**config.mk**
```make
export PLATFORM = sky130hd
export DESIGN_NAME = bin2bcd_seq
export DESIGN_NICKNAME = d
export VERILOG_FILES = /design/src/rtl/bin2bcd_pkg.sv /design/src/rtl/bin2bcd_seq_add3.sv /design/src/rtl/bin2bcd_seq.sv
export SDC_FILE = /design/constraint.sdc
export NUM_CORES = 1
export LEC_CHECK = 0
export CAP_MARGIN = 20
export CORE_AREA = 2 2 56 58
export CTS_CLUSTER_SIZE = 8
export DETAILED_ROUTE_END_ITERATION = 7
export DIE_AREA = 0 0 58 60
export GPL_ROUTABILITY_DRIVEN = 1
export PLACE_DENSITY = 0.73
export SYNTH_ARGS = -nofsm -noshare
export SYNTH_HDL_FRONTEND = slang
export SYNTH_SLANG_ARGS = --single-unit
```
**constraint.sdc**
```tcl
create_clock -name clk -period 1.5 [get_ports clk]
set_input_delay 0.3 -clock clk [delete_from_list [all_inputs] [get_ports clk]]
set_output_delay 0.3 -clock clk [all_outputs]
set_load 0.02 [all_outputs]
```
**src/rtl/bin2bcd_pkg.sv**
```systemverilog
// bin2bcd_pkg: shared FSM state type and sizing constants for the sequential binary-to-BCD converter
package bin2bcd_pkg;
  localparam int MAX_IN_W = 16;
  localparam int SCRATCH_DIGITS = 5;
  localparam int CNT_W = $clog2(MAX_IN_W + 1);
  typedef enum logic [1:0] {IDLE, SHIFT, DONE} state_t;
endpackage

```
**src/rtl/bin2bcd_seq_add3.sv**
```systemverilog
// bcd_add3: double-dabble digit correction, adds 3 to a BCD digit of 5 or more
module bcd_add3 (
  input  logic [3:0] digit,
  output logic [3:0] adj
);
  assign adj = digit >= 4'd5 ? digit + 4'd3 : digit;
endmodule

```
**src/rtl/bin2bcd_seq.sv**
```systemverilog
// bin2bcd_seq: sequential shift-add-3 binary to BCD converter, one bit per cycle
// BIN2BCD_SATURATE_EN: out-of-range operands give all-nines bcd and raise ovf
module bin2bcd_seq
  import bin2bcd_pkg::*;
#(
  parameter int IN_W = 8,
  parameter int DIGITS = 2
) (
  input  logic                  clk,
  input  logic                  rst,
  input  logic                  start,
  input  logic [IN_W-1:0]       bin,
  output logic                  busy,
  output logic                  done,
  output logic [4*DIGITS-1:0]   bcd,
  output logic                  ovf
);
  localparam int SW = 4 * SCRATCH_DIGITS;
  state_t state, state_n;
  logic [IN_W-1:0] sr;
  logic [SW-1:0] scratch, adj;
  logic [CNT_W-1:0] cnt;
  logic [4*DIGITS-1:0] result;
  logic load, step, finish;
  for (genvar i = 0; i < SCRATCH_DIGITS; i++) begin : g_add3
    bcd_add3 u_add3 (.digit(scratch[4*i +: 4]), .adj(adj[4*i +: 4]));
  end
  always_ff @(posedge clk)
    if (rst) state <= IDLE;
    else state <= state_n;
  always_comb begin
    load = state == IDLE && start;
    step = state == SHIFT;
    finish = state == DONE;
    state_n = load ? SHIFT : (step && cnt == CNT_W'(1)) ? DONE : finish ? IDLE : state;
  end
  assign busy = state != IDLE;
  always_ff @(posedge clk)
    if (rst) begin
      sr <= '0;
      scratch <= '0;
      cnt <= '0;
    end else if (load) begin
      sr <= bin;
      scratch <= '0;
      cnt <= CNT_W'(IN_W);
    end else if (step) begin
      {scratch, sr} <= {adj, sr} << 1;
      cnt <= cnt - CNT_W'(1);
    end
`ifdef BIN2BCD_SATURATE_EN
  logic over;
  assign over = |scratch[SW-1:4*DIGITS];
  assign result = over ? {DIGITS{4'h9}} : scratch[4*DIGITS-1:0];
  always_ff @(posedge clk)
    if (rst) ovf <= 1'b0;
    else if (finish) ovf <= over;
`else
  assign result = scratch[4*DIGITS-1:0];
  assign ovf = 1'b0;
`endif
  always_ff @(posedge clk)
    if (rst) begin
      done <= 1'b0;
      bcd <= '0;
    end else begin
      done <= finish;
      if (finish) bcd <= result;
    end
endmodule

```
# [Yosys cells after proc, flatten, opt, wreduce, memory -nomap -nowiden]
# Cells that the tools add are included.
[op_classes] addsub=6 n_mul=0 div=0 order_cmp=5 n_eq_ne=3 n_shift=0 muxes=12 bitwise=0 reduce_logical=8
[op_table] operator="4-bit two-way mux" n=6
[op_table] operator="4-bit by 3-bit >= comparator with 1-bit output (second input constant)" n=5
[op_table] operator="4-bit by 2-bit adder with 4-bit output (second input constant)" n=4
[op_table] operator="8-bit two-way mux" n=2
[op_table] operator="2-bit nonzero test" n=3
[op_table] operator="5-bit by 1-bit equality test with 1-bit output (second input constant)" n=1
[op_table] operator="5-bit by 1-bit subtractor with 5-bit output (second input constant)" n=1
[op_table] operator="2-bit two-way mux" n=2
[op_table] operator="3-bit by 2-bit adder with 3-bit output (second input constant)" n=1
[op_table] operator="3-bit two-way mux" n=1
[op_table] operator="3-bit nonzero test" n=1
[op_table] operator="2-bit by 1-bit equality test with 1-bit output (second input constant)" n=1
[op_table] operator="2-bit equality test (second input constant)" n=1
[op_table] operator="1-bit logical AND" n=2
[op_table] operator="2-bit zero test" n=1
[op_table] operator="2-bit OR reduction" n=1
[op_table] operator="1-bit two-way mux" n=1
[totals] regBits=44 latchBits=0 ram_bits=0 rom_bits=0 input_bits=11 output_inout_bits=11 wordCells=42 mem_count=0

# [Depth between registers and ports, before layout]
# Gate-level depths: netlist of run 1.
[logic_depth] ltp_word=4 depth_mapped=6 mapped_depth_nobuf=6

# [Hierarchy]
# Synthesis of run 1 repeated with hierarchy kept, for this count alone.
[unflattened] hier_cells=189 hier_area_um2=1539.0
[modules_own_cells] module="bin2bcd_seq" instances=1 cells_per_inst=157 area_each_um2=1336.3
[modules_own_cells] module="bcd_add3" instances=2 cells_per_inst=16 area_each_um2=101.3

# [Worst setup path after synthesis of run 1]
# No wires, ideal clock.
[synth_timing] path_type="reg-to-reg" startpoint="register scratch[0]" endpoint="register scratch[4]" setup_time_ns=0.086 t_arrival_ns=1.286 required_ns=1.414 path_slack_ns=0.128 path_stages_with_launch=7 period_less_slack_ns=1.372 path_cell_list="dfxtp_1 -> inv_1 -> ha_1 -> nand2b_1 -> nor3b_1 -> a211oi_1 -> a211oi_1"
[synth_between] elab_chain_len=2 elab_cells_between_ends=3 cone_classes="1 x add/sub; 1 x order compare; 1 x mux"
[synth_lines] element="from (decl)" line="bin2bcd_seq.sv:21" source="logic [SW-1:0] scratch, adj;"
[synth_lines] element="from (signal assigned)" line="bin2bcd_seq.sv:48" source="{scratch, sr} <= {adj, sr} << 1;"
[synth_lines] element="4-bit by 2-bit adder with 4-bit output / 4-bit by 3-bit >= comparator with 1-bit output (equally long branches)" line="bin2bcd_seq_add3.sv:6" source="assign adj = digit >= 4'd5 ? digit + 4'd3 : digit;"
[synth_lines] element="4-bit two-way mux *" line="bin2bcd_seq_add3.sv:6"
# Mark *: on every way between the ends. The rest lies on a longest branch, timed or not.
# A chain may end at the register's enable or synchronous reset.

# [Worst setup path after layout of run 1]
[layout_timing] startpoint="register scratch[1]" endpoint="register scratch[1]"
[layout_between] elab_chain_len=2
[layout_lines] element="4-bit by 3-bit >= comparator with 1-bit output" line="bin2bcd_seq_add3.sv:6"
[layout_lines] element="4-bit two-way mux" line="bin2bcd_seq_add3.sv:6"
# Every way passes these cells.

==> results of run 1 <==
[registers in the layout, summed over array words and instances, names as in the netlist]
name     cells
done         1
state        2
scratch      8
sr           8
bcd          8
cnt          5
[cell usage in the layout (no fill, tap or decap), types with 5 or more instances in the layout]
cell type / n
ha_1: 5
inv_1: 8
buf_4: 17
a22oi_1: 7
dlygate4sd2_1: 9
clkdlybuf4s50_1: 10
clkbuf_4: 5
a21oi_1: 21
nor2_1: 14
nand2_1: 26
dfxtp_1: 31
[power groups by stage]
stage | Combinational (W) | Clock, W | Sequential (W)
detailed placement | 0.000258 | 0 | 0.000925
CTS | 0.000258 | 0.000654 | 0.000905
global placement | 0.000251 | 0 | 0.000924
floorplan | 0.000159 | 0 | 0.000924
finish | 0.000258 | 0.000634 | 0.000905
global route | 0.000288 | 0.000677 | 0.000909
[stage by stage]
step           cell area [sq um]  hold slack (ps)  cells  power, W  worst slack (ps)
3_5_place_dp                1750              447    228   0.00118              -178
3_3_place_gp                1750              441    228   0.00117              -128
5_1_grt                     1830              477    236   0.00187              2.61
4_1_cts                     1820              458    236   0.00182              26.9
2_1_floorplan               1440              432    169   0.00108               128
6_report                    1830              455    236   0.00180              79.6
[worst max-delay path: cells and delay by family, from the launching register on]
family | cells | cell delay [ps]
AOI/OAI and AO/OA | 3 | 570
DFF | 1 | 350
adders and majority gates | 1 | 190
and+or+nand+nor | 1 | 160
buffers and inverters | 1 | 70
[synthesized netlist by cell type (3+ instances only)]
| cell | n | area [sq um] |
|---|---|---|
| buf_2 | 5 | 25.0 |
| a21oi_1 | 22 | 110 |
| a22oi_1 | 7 | 52.6 |
| mux2i_1 | 3 | 30.0 |
| ha_1 | 6 | 75.1 |
| inv_1 | 8 | 30.0 |
| a211oi_1 | 4 | 30.0 |
| clkbuf_1 | 4 | 15.0 |
| nor2_1 | 14 | 52.6 |
| nand2b_1 | 4 | 25.0 |
| a31oi_1 | 3 | 18.8 |
| o21ai_0 | 3 | 15.0 |
| dfxtp_1 | 32 | 641 |
| nor3_1 | 4 | 20.0 |
| nand3_1 | 3 | 15.0 |
| nand2_1 | 26 | 97.6 |
[how the worst max path moves through the flow]
| stage | from | endpoint | slack (ps) |
|---|---|---|---|
| after floorplan | scratch[0]$_SDFFE_PP0P_ | scratch[4]$_SDFFE_PP0P_ | 130 |
| after global placement | start | scratch[4]$_SDFFE_PP0P_ | -130 |
| after detailed placement | start | cnt[1]$_SDFFE_PP0P_ | -180 |
| after CTS | scratch[1]$_SDFFE_PP0P_ | scratch[1]$_SDFFE_PP0P_ | 30 |
| after global routing | scratch[1]$_SDFFE_PP0P_ | scratch[1]$_SDFFE_PP0P_ | 3 |
| final | scratch[1]$_SDFFE_PP0P_ | scratch[1]$_SDFFE_PP0P_ | 80 |
[cell families (layout without fill, tap and decap cells)]
family | count (synthesis) | count (layout) | synth area share
fa+ha+maj | 6 | 6 | 0.0522
flops | 32 | 32 | 0.446
buf+inv | 19 | 53 | 0.0574
mux | 3 | 3 | 0.0209
compound gates | 45 | 45 | 0.207
simple gates | 60 | 60 | 0.196
xor+xnor | 3 | 3 | 0.0183
other cells | 1 | 1 | 0.00261
[layer usage]
layer	wire (um)	share of wire
met1	1320	0.45
met2	1430	0.49
met3	106	0.036
met4	66	0.023
met5	0	0
[area by class of cell]
| class | count | area, sq um | share of cell area |
|---|---|---|---|
| flip-flops and latches | 32 | 642 | 0.351 |
| clock buffers | 6 | 41.3 | 0.0226 |
| inverters | 8 | 30.0 | 0.0164 |
| well taps | 33 | 41.3 | 0.0226 |
| clock inverters | 2 | 35.0 | 0.0192 |
| repair buffers | 37 | 312 | 0.170 |
| multi-input cells | 118 | 728 | 0.398 |
[repair_timing]
action | 4_1_cts | 5_1_grt
endpoints found under the hold margin | 0 | 0
hold buffers | 0 | 0
resized for setup | 15 | 3
setup endpoints to repair | 11 | 4
pin swaps | 0 | 1
==> out/metrics.cfg, run 1 <==
[synthesis]
synthesis.area_sq_um=1440
synth-edff-count=0
synth-seq-cells=32
postSynth.topFlopCell=dfxtp_1
synth_cells=169
seq_area_frac_synth=0.446
synth_area_per_cell_sq_um=8.51
syn_nets=186
yosysWarnings=0
async_flop_share=0
ys_types=32

[die]
ios=22
start_util=0.495
coreArea_sq_um=2900
dieArea_sq_um=3480
rows=20
dieWidth_um=58
die_height_um=60

[grt]
use_met1=0.223
grt_pass1_wl_um=4930
grt_busiest_layer=met2
grt_remaining_overflow=0
grt_pass1_vias=1152
met3_usage=0.0455
grt_max_degree=12
grt_antenna_before_repair=0
globalRouteMet2Util=0.325
grt_use_total=0.191

[clock_network]
postCtsSetupBuffers=0
root_buffer=clkbuf_4
cts_tree=built
cts_buffers=5
htreeDepth=2
worstSkewPairLatency_ps=330
clock_sinks=32
clk_pin_slew_ps=90
cts_buffer_depth=2

[sta]
setup_violations=0
layout_min_cycle_time_ps=1420
final.setup_skew_ps=10.5
fin_tns_setup_ps=0
rsz0062_at_grt=false
period_share=0.947
hold_viol_final=0
drv_slew=0
fmax_mhz=704

[drt]
wl_per_cell_um=12.4
postRouteAntennaNets=0
finalWirelength_um=2930
drt-initial-drc-count=32
drt_pass1_iterations=6
vias=1241
viasPerCell=5.26
drcViolationCount=0

[pwr]
peakVddDrop_uv=900
p_leak_nw=0.739
power_frac_comb=0.144
power_frac_seq=0.504
internal-power_w=0.00136
pwr_density_cell_nw_per_um2=982
pwr-share-clk=0.353
switchingPower_w=0.000440
power_switching_share=0.245

[job]
drv_cap=0

[worst_setup_path]
reg2regPathDepth=6
r2r_setup_slack_ps=80
timing.rr.end=scratch[1]$_SDFFE_PP0P_
crit-reg2reg-launch=scratch[1]$_SDFFE_PP0P_
crit_path_start_kind=flip-flop
cpPeakStageDelay_ps=350
cp_max_fo=4
required_ps=1760
cp-end-kind=flip-flop
arrival_ps=1680
slowest_stage=dfxtp_2
crit_chain=inv_1 -> ha_1 -> nand2b_4 -> a2111oi_4 -> a41oi_1 -> a21oi_1
crit_type=flip-flop to flip-flop

[cells_and_area]
utilization=0.630
final_nets=219
drive_above_1_share=0.167
n_fill_cell=259
syn_to_final_growth_pct=27.2
antenna_cells=0

[run_status]
status=completed

[place]
io_buffers=20
dpl.hpwl_um=2240
place_congestion=0.774

[min_path]
hold_path_end=bcd[7]$_SDFFE_PP0P_
whs_path_depth=2
hold_start=bcd[7]$_SDFFE_PP0P_
hp-class=flip-flop to flip-flop

Note: power is estimated with default switching activity, not from simulation.
==> run 2, diff against run 1 <==
--- a/config.mk
+++ b/config.mk
@@ -6,12 +6,14 @@
 export NUM_CORES = 1
 export LEC_CHECK = 0
 export CAP_MARGIN = 20
-export CORE_AREA = 2 2 56 58
+export CORE_AREA = 5 5 60 62
 export CTS_CLUSTER_SIZE = 8
 export DETAILED_ROUTE_END_ITERATION = 7
-export DIE_AREA = 0 0 58 60
+export DIE_AREA = 0 0 65 67
 export GPL_ROUTABILITY_DRIVEN = 1
-export PLACE_DENSITY = 0.73
+export PLACE_DENSITY = 0.74
+export SETUP_SLACK_MARGIN = 0.05
 export SYNTH_ARGS = -nofsm -noshare
 export SYNTH_HDL_FRONTEND = slang
+export SYNTH_HIERARCHICAL = 1
 export SYNTH_SLANG_ARGS = --single-unit
==> run 2 against run 1 <==
Compared with the run above: clock power shrank 31%; routed wire length grew 9.8%; sequential cell count is the same; highest routed layer unchanged; combinational power shrank 6%; critical path depth grew 1; setup slack gained 48 ps.
==> out/metrics.cfg, run 2 <==
[grt]
grt_use_total=0.164  ; -0.0268
met3_usage=0.0590  ; +0.0136
grt_remaining_overflow=0  ; unchanged
grt_busiest_layer=met2
grt_max_degree=21  ; +9
grt_pass1_wl_um=5460  ; +11%
grt_antenna_before_repair=0  ; unchanged
globalRouteMet2Util=0.280  ; -0.0450
use_met1=0.184  ; -0.0398
grt_pass1_vias=1237  ; +7.4%

[sta]
layout_min_cycle_time_ps=1370  ; -48.1 ps
setup_violations=0  ; unchanged
drv_slew=0  ; unchanged
worst_pin_slew_ps=559
fmax_mhz=729  ; +3.5%
hold_viol_final=0  ; unchanged
final.setup_skew_ps=5.40  ; -5.09 ps
period_share=0.915  ; -0.0321
relSlewSlack=0.622
rsz0062_at_grt=true
layout_setup_ws_ps=128  ; +48.1 ps

[cells_and_area]
drive_above_1_share=0.161  ; -0.00635
multi_input_area_sq_um=811  ; +11%
antenna_cells=0  ; unchanged
n_fill_cell=255  ; -1.5%
final_common_cell=nand2_1
final_nets=228  ; +4.1%
design_area_sq_um=1850  ; +1.2%
syn_to_final_growth_pct=21.8
seqCellArea_sq_um=643  ; +0.19%
final_cell_mix=nand2_1, dfxtp_1, nor2_1
utilization=0.621  ; -0.00874
top_regs=bcd x8, scratch x8, sr x8

[worst_setup_path]
cp_max_fo=3  ; -1
crit_type=flip-flop to flip-flop
arrival_ps=1640  ; -40 ps
cp-end-kind=flip-flop
required_ps=1770  ; about the same
crit_path_start_kind=flip-flop

[synthesis]
yosysWarnings=6  ; +6
synthesis.area_sq_um=1520  ; +5.7%
synth_cells=185  ; +9.5%
syn_nets=202  ; +8.6%
synth_area_per_cell_sq_um=8.21  ; -3.5%

[drt]
drt_pass1_iterations=4  ; -2
vias=1307  ; +5.3%
drt-initial-drc-count=64  ; +100%
viasPerCell=5.36  ; +1.9%
postRouteAntennaNets=0  ; unchanged
drcViolationCount=0  ; unchanged
wl_per_cell_um=13.2  ; +6.2%
finalWirelength_um=3220  ; +9.8%

[pwr]
peakVddDrop_uv=479  ; -47%
pwr_density_cell_nw_per_um2=864  ; -12%
power_w=0.00160  ; -11%
p_leak_nw=0.746  ; +0.84%

[job]
drv_cap=0  ; unchanged

[die]
die_height_um=67  ; +12%
coreArea_sq_um=2980  ; +2.6%
rows=20  ; unchanged
dieArea_sq_um=4360  ; +25%
start_util=0.510  ; +0.0148
ios=22  ; unchanged
dieWidth_um=65  ; +12%

[place]
dpl_cell_area_sq_um=1790  ; +1.9%
io_buffers=20  ; unchanged
place_congestion=0.839  ; +8.5%
dpl.hpwl_um=2340  ; +4.3%
dp_slack_ps=-231  ; -52.8 ps

[run_status]
status=completed

[clock_network]
root_buffer=clkbuf_4
htreeDepth=2  ; unchanged
cts_buffers=5  ; unchanged
worstSkewPairLatency_ps=330  ; about the same
clock_sinks=32  ; unchanged
clk_pin_slew_ps=90  ; about the same
hold_buffers=0  ; unchanged
cts_tree=built
cts_buffer_depth=2  ; unchanged
postCtsSetupBuffers=0  ; unchanged

[min_path]
hp-class=flip-flop to flip-flop

==> run 2: worst paths after layout <==
| check | slack [ps] | cells past startpoint | end | start |
|---|---|---|---|---|
| min | 460 | 2 | bcd[1]$_SDFFE_PP0P_ | bcd[1]$_SDFFE_PP0P_ |
| max reg2reg | 130 | 7 | scratch[6]$_SDFFE_PP0P_ | scratch[5]$_SDFFE_PP0P_ |
| min reg2reg | 460 | 2 | bcd[1]$_SDFFE_PP0P_ | bcd[1]$_SDFFE_PP0P_ |
| max | 130 | 7 | scratch[6]$_SDFFE_PP0P_ | scratch[5]$_SDFFE_PP0P_ |
==> run 2: worst max-delay path: stages, from the launching register on <==
cell and delay [ps]:
dfxtp_2 360, inv_1 70, ha_1 170, nand2b_1 140, a21oi_2 180, mux2i_1 210, nand2_1 80, a21oi_2 110
==> run 2: routing by layer <==
metal / wire [um] / share of wire
met4: 65 / 0.020
met3: 177 / 0.055
met1: 1410 / 0.44
met2: 1570 / 0.49
met5: 0 / 0
==> run 2: power breakdown <==
part	leakage, nW	internal, W	switching (W)
combinational	0.456	0.000117	0.000126
clock	0.0281	0.000172	0.000268
sequential	0.262	0.000885	0.0000304
total	0.746	0.00117	0.000424
==> run 2: per-stage QoR <==
stage / hold WS [ps] / instances / TNS (ps)
after global placement: 443 / 237 / -996
after detailed placement: 450 / 237 / -2360
after global routing: 481 / 244 / 0
after CTS: 460 / 244 / 0
final: 455 / 244 / 0
after floorplan: 432 / 185 / 0
==> run 2: timing repair <==
action | in CTS | in global routing
pin swaps | 0 | 2
endpoints found under the setup margin | 11 | 6
gates resized for setup | 11 | 10
endpoints found under the hold margin | 0 | 0
==> run 2: cell type report <==
type	count	share of cell area
repair buffers	31	0.151
clock buffers	6	0.0223
inverters	8	0.0162
flip-flops and latches	32	0.348
well taps	33	0.0223
clock inverters	1	0.00270
multi-input cells	133	0.438
==> run 3, diff against run 2 <==
--- a/config.mk
+++ b/config.mk
@@ -12,7 +12,9 @@
 export DIE_AREA = 0 0 65 67
 export GPL_ROUTABILITY_DRIVEN = 1
 export PLACE_DENSITY = 0.74
+export REMOVE_ABC_BUFFERS = 1
 export SETUP_SLACK_MARGIN = 0.05
+export SKIP_LAST_GASP = 1
 export SYNTH_ARGS = -nofsm -noshare
 export SYNTH_HDL_FRONTEND = slang
 export SYNTH_HIERARCHICAL = 1
==> run 3 against run 2 <==
Compared with the run above: critical path type unchanged; via count grew 2.7%; clock skew grew 5.1 ps; power is essentially flat; clock-buffer cell count is the same; combinational power shrank 4%; non-clock buffer count is the same; maximum frequency grew 0.39%; sequential share of layout area grew 0.47 points; critical path depth is the same.
==> out/metrics.cfg, run 3 (synthesis results as in run 2) <==
[die]
rows=20  ; unchanged
start_util=0.510  ; unchanged
dieArea_sq_um=4360  ; unchanged
coreArea_sq_um=2980  ; unchanged
die_height_um=67  ; unchanged
dieWidth_um=65  ; unchanged
ios=22  ; unchanged

[run_status]
status=completed

[min_path]
whs_path_depth=2  ; unchanged
hp-class=flip-flop to flip-flop
hold_path_end=bcd[0]$_SDFFE_PP0P_
hold_start=bcd[0]$_SDFFE_PP0P_

[cells_and_area]
design_area_sq_um=1830  ; -1.1%
final_nets=228  ; unchanged
drive_above_1_share=0.161  ; unchanged
top_regs=bcd x8, scratch x8, sr x8
antenna_cells=0  ; unchanged
syn_to_final_growth_pct=20.4
final_cell_mix=nand2_1, dfxtp_1, nor2_1
final_common_cell=nand2_1
utilization=0.614  ; -0.00714

[grt]
grt_max_degree=21  ; unchanged
grt_use_total=0.169  ; +0.00512
grt_antenna_before_repair=0  ; unchanged
grt_pass1_vias=1215  ; -1.8%
grt_remaining_overflow=0  ; unchanged
grt_pass1_wl_um=5550  ; +1.6%

[sta]
fin_tns_setup_ps=0  ; unchanged
layout_setup_ws_ps=133  ; +5.29 ps
layout_min_cycle_time_ps=1370  ; -5.29 ps
drv_slew=0  ; unchanged
fmax_mhz=732  ; +0.39%
setup_violations=0  ; unchanged
final.setup_skew_ps=10.5  ; +5.09 ps
relSlewSlack=0.647  ; +0.0253
hold_viol_final=0  ; unchanged
rsz0062_at_grt=false
period_share=0.911  ; -0.00353
worst_pin_slew_ps=522  ; -37.4 ps

[clock_network]
cts_tree=built
htreeDepth=2  ; unchanged
worstSkewPairLatency_ps=330  ; about the same
cts_buffer_depth=2  ; unchanged
clk_pin_slew_ps=90  ; about the same
cts_buffers=5  ; unchanged
clock_sinks=32  ; unchanged
root_buffer=clkbuf_4

[place]
dpl.hpwl_um=2430  ; +4.1%
dp_slack_ps=-154  ; +77.5 ps
dpl_cell_area_sq_um=1770  ; -1.1%
place_congestion=0.808  ; -3.7%
io_buffers=20  ; unchanged

[worst_setup_path]
crit_type=flip-flop to flip-flop
reg2regPathDepth=7  ; unchanged
r2r_setup_slack_ps=130  ; about the same
cp-end-kind=flip-flop
crit-reg2reg-launch=scratch[1]$_SDFFE_PP0P_
required_ps=1760  ; about the same
slowest_stage=dfxtp_2
crit_chain=inv_1 -> ha_1 -> nand2b_4 -> a21oi_2 -> mux2i_1 -> nand2_1 -> a21oi_2
crit_path_start_kind=flip-flop
arrival_ps=1630  ; about the same
timing.rr.end=scratch[2]$_SDFFE_PP0P_
cp_max_fo=3  ; unchanged
cpPeakStageDelay_ps=350  ; about the same
crit_top_cell=a21oi_2

[job]
drv_cap=0  ; unchanged

[drt]
postRouteAntennaNets=0  ; unchanged
dr_wl_met2_um=1640  ; +4.6%
drt-initial-drc-count=66  ; +3.1%
drcViolationCount=0  ; unchanged
vias=1342  ; +2.7%
drt_pass1_iterations=4  ; unchanged
finalWirelength_um=3330  ; +3.5%
dr_wl_met3_um=149  ; -16%
topRoutingLayerUsed=met4
viasPerCell=5.50  ; +2.7%
wl_per_cell_um=13.6  ; +3.5%
m1WireLength_um=1460  ; +4.1%

[pwr]
p_leak_nw=0.742  ; -0.46%
pwr_density_cell_nw_per_um2=874  ; +1.2%
peakVddDrop_uv=451  ; -5.9%

## run 3: per-stage QoR
stage               power (W)  hold slack, ps  std cells
finish                0.00160             456        244
global route          0.00170             474        244
floorplan             0.00106             369        173
CTS                   0.00161             457        243
detailed placement    0.00116             446        236
global placement      0.00115             443        236
## run 3: routing by layer
layer	vias to the layer above	track usage
met5	-	0
met4	0	0.0818
met3	12	0.0590
met2	41	0.277
met1	619	0.196
li1	670	-
## run 3: worst max path at each step
stage | start | endpoint
3_3_place_gp | start | cnt[1]$_SDFFE_PP0P_
6_report | scratch[1]$_SDFFE_PP0P_ | scratch[2]$_SDFFE_PP0P_
5_1_grt | scratch[1]$_SDFFE_PP0P_ | scratch[2]$_SDFFE_PP0P_
4_1_cts | state[1]$_SDFFE_PP0P_ | busy
3_5_place_dp | start | sr[4]$_SDFFE_PP0P_
2_1_floorplan | scratch[1]$_SDFFE_PP0P_ | scratch[2]$_SDFFE_PP0P_
## run 3: layout make-up
type                            instances  area, sq um
Inverter                                8         30.0
Timing Repair Buffer                   31          267
Clock inverter                          1         5.00
Clock buffer                            6         41.3
Sequential cell                        32          644
Fill cell                             278         1150
Tap cell                               33         41.3
Multi-Input combinational cell        133          801
## run 3: power breakdown
part / switching [W] / internal, W
Sequential: 0.0000315 / 0.000885
Clock: 0.000278 / 0.000172
Combinational: 0.000123 / 0.000109
## run 3: worst max-delay path: cells and delay by family (launching register included)
kind            cells  cell delay (ps)
mux                 1              190
simple gates        2              230
flops               1              350
buf+inv             1               70
compound gates      2              280
fa+ha+maj           1              190
## run 3: timing repair
item                       CTS  global route
hold buffers                 0             0
hold endpoints to repair     0             0
gates resized for setup     11            10
pin swaps                    0             3
setup buffers                0             1
setup endpoints to repair   11             7
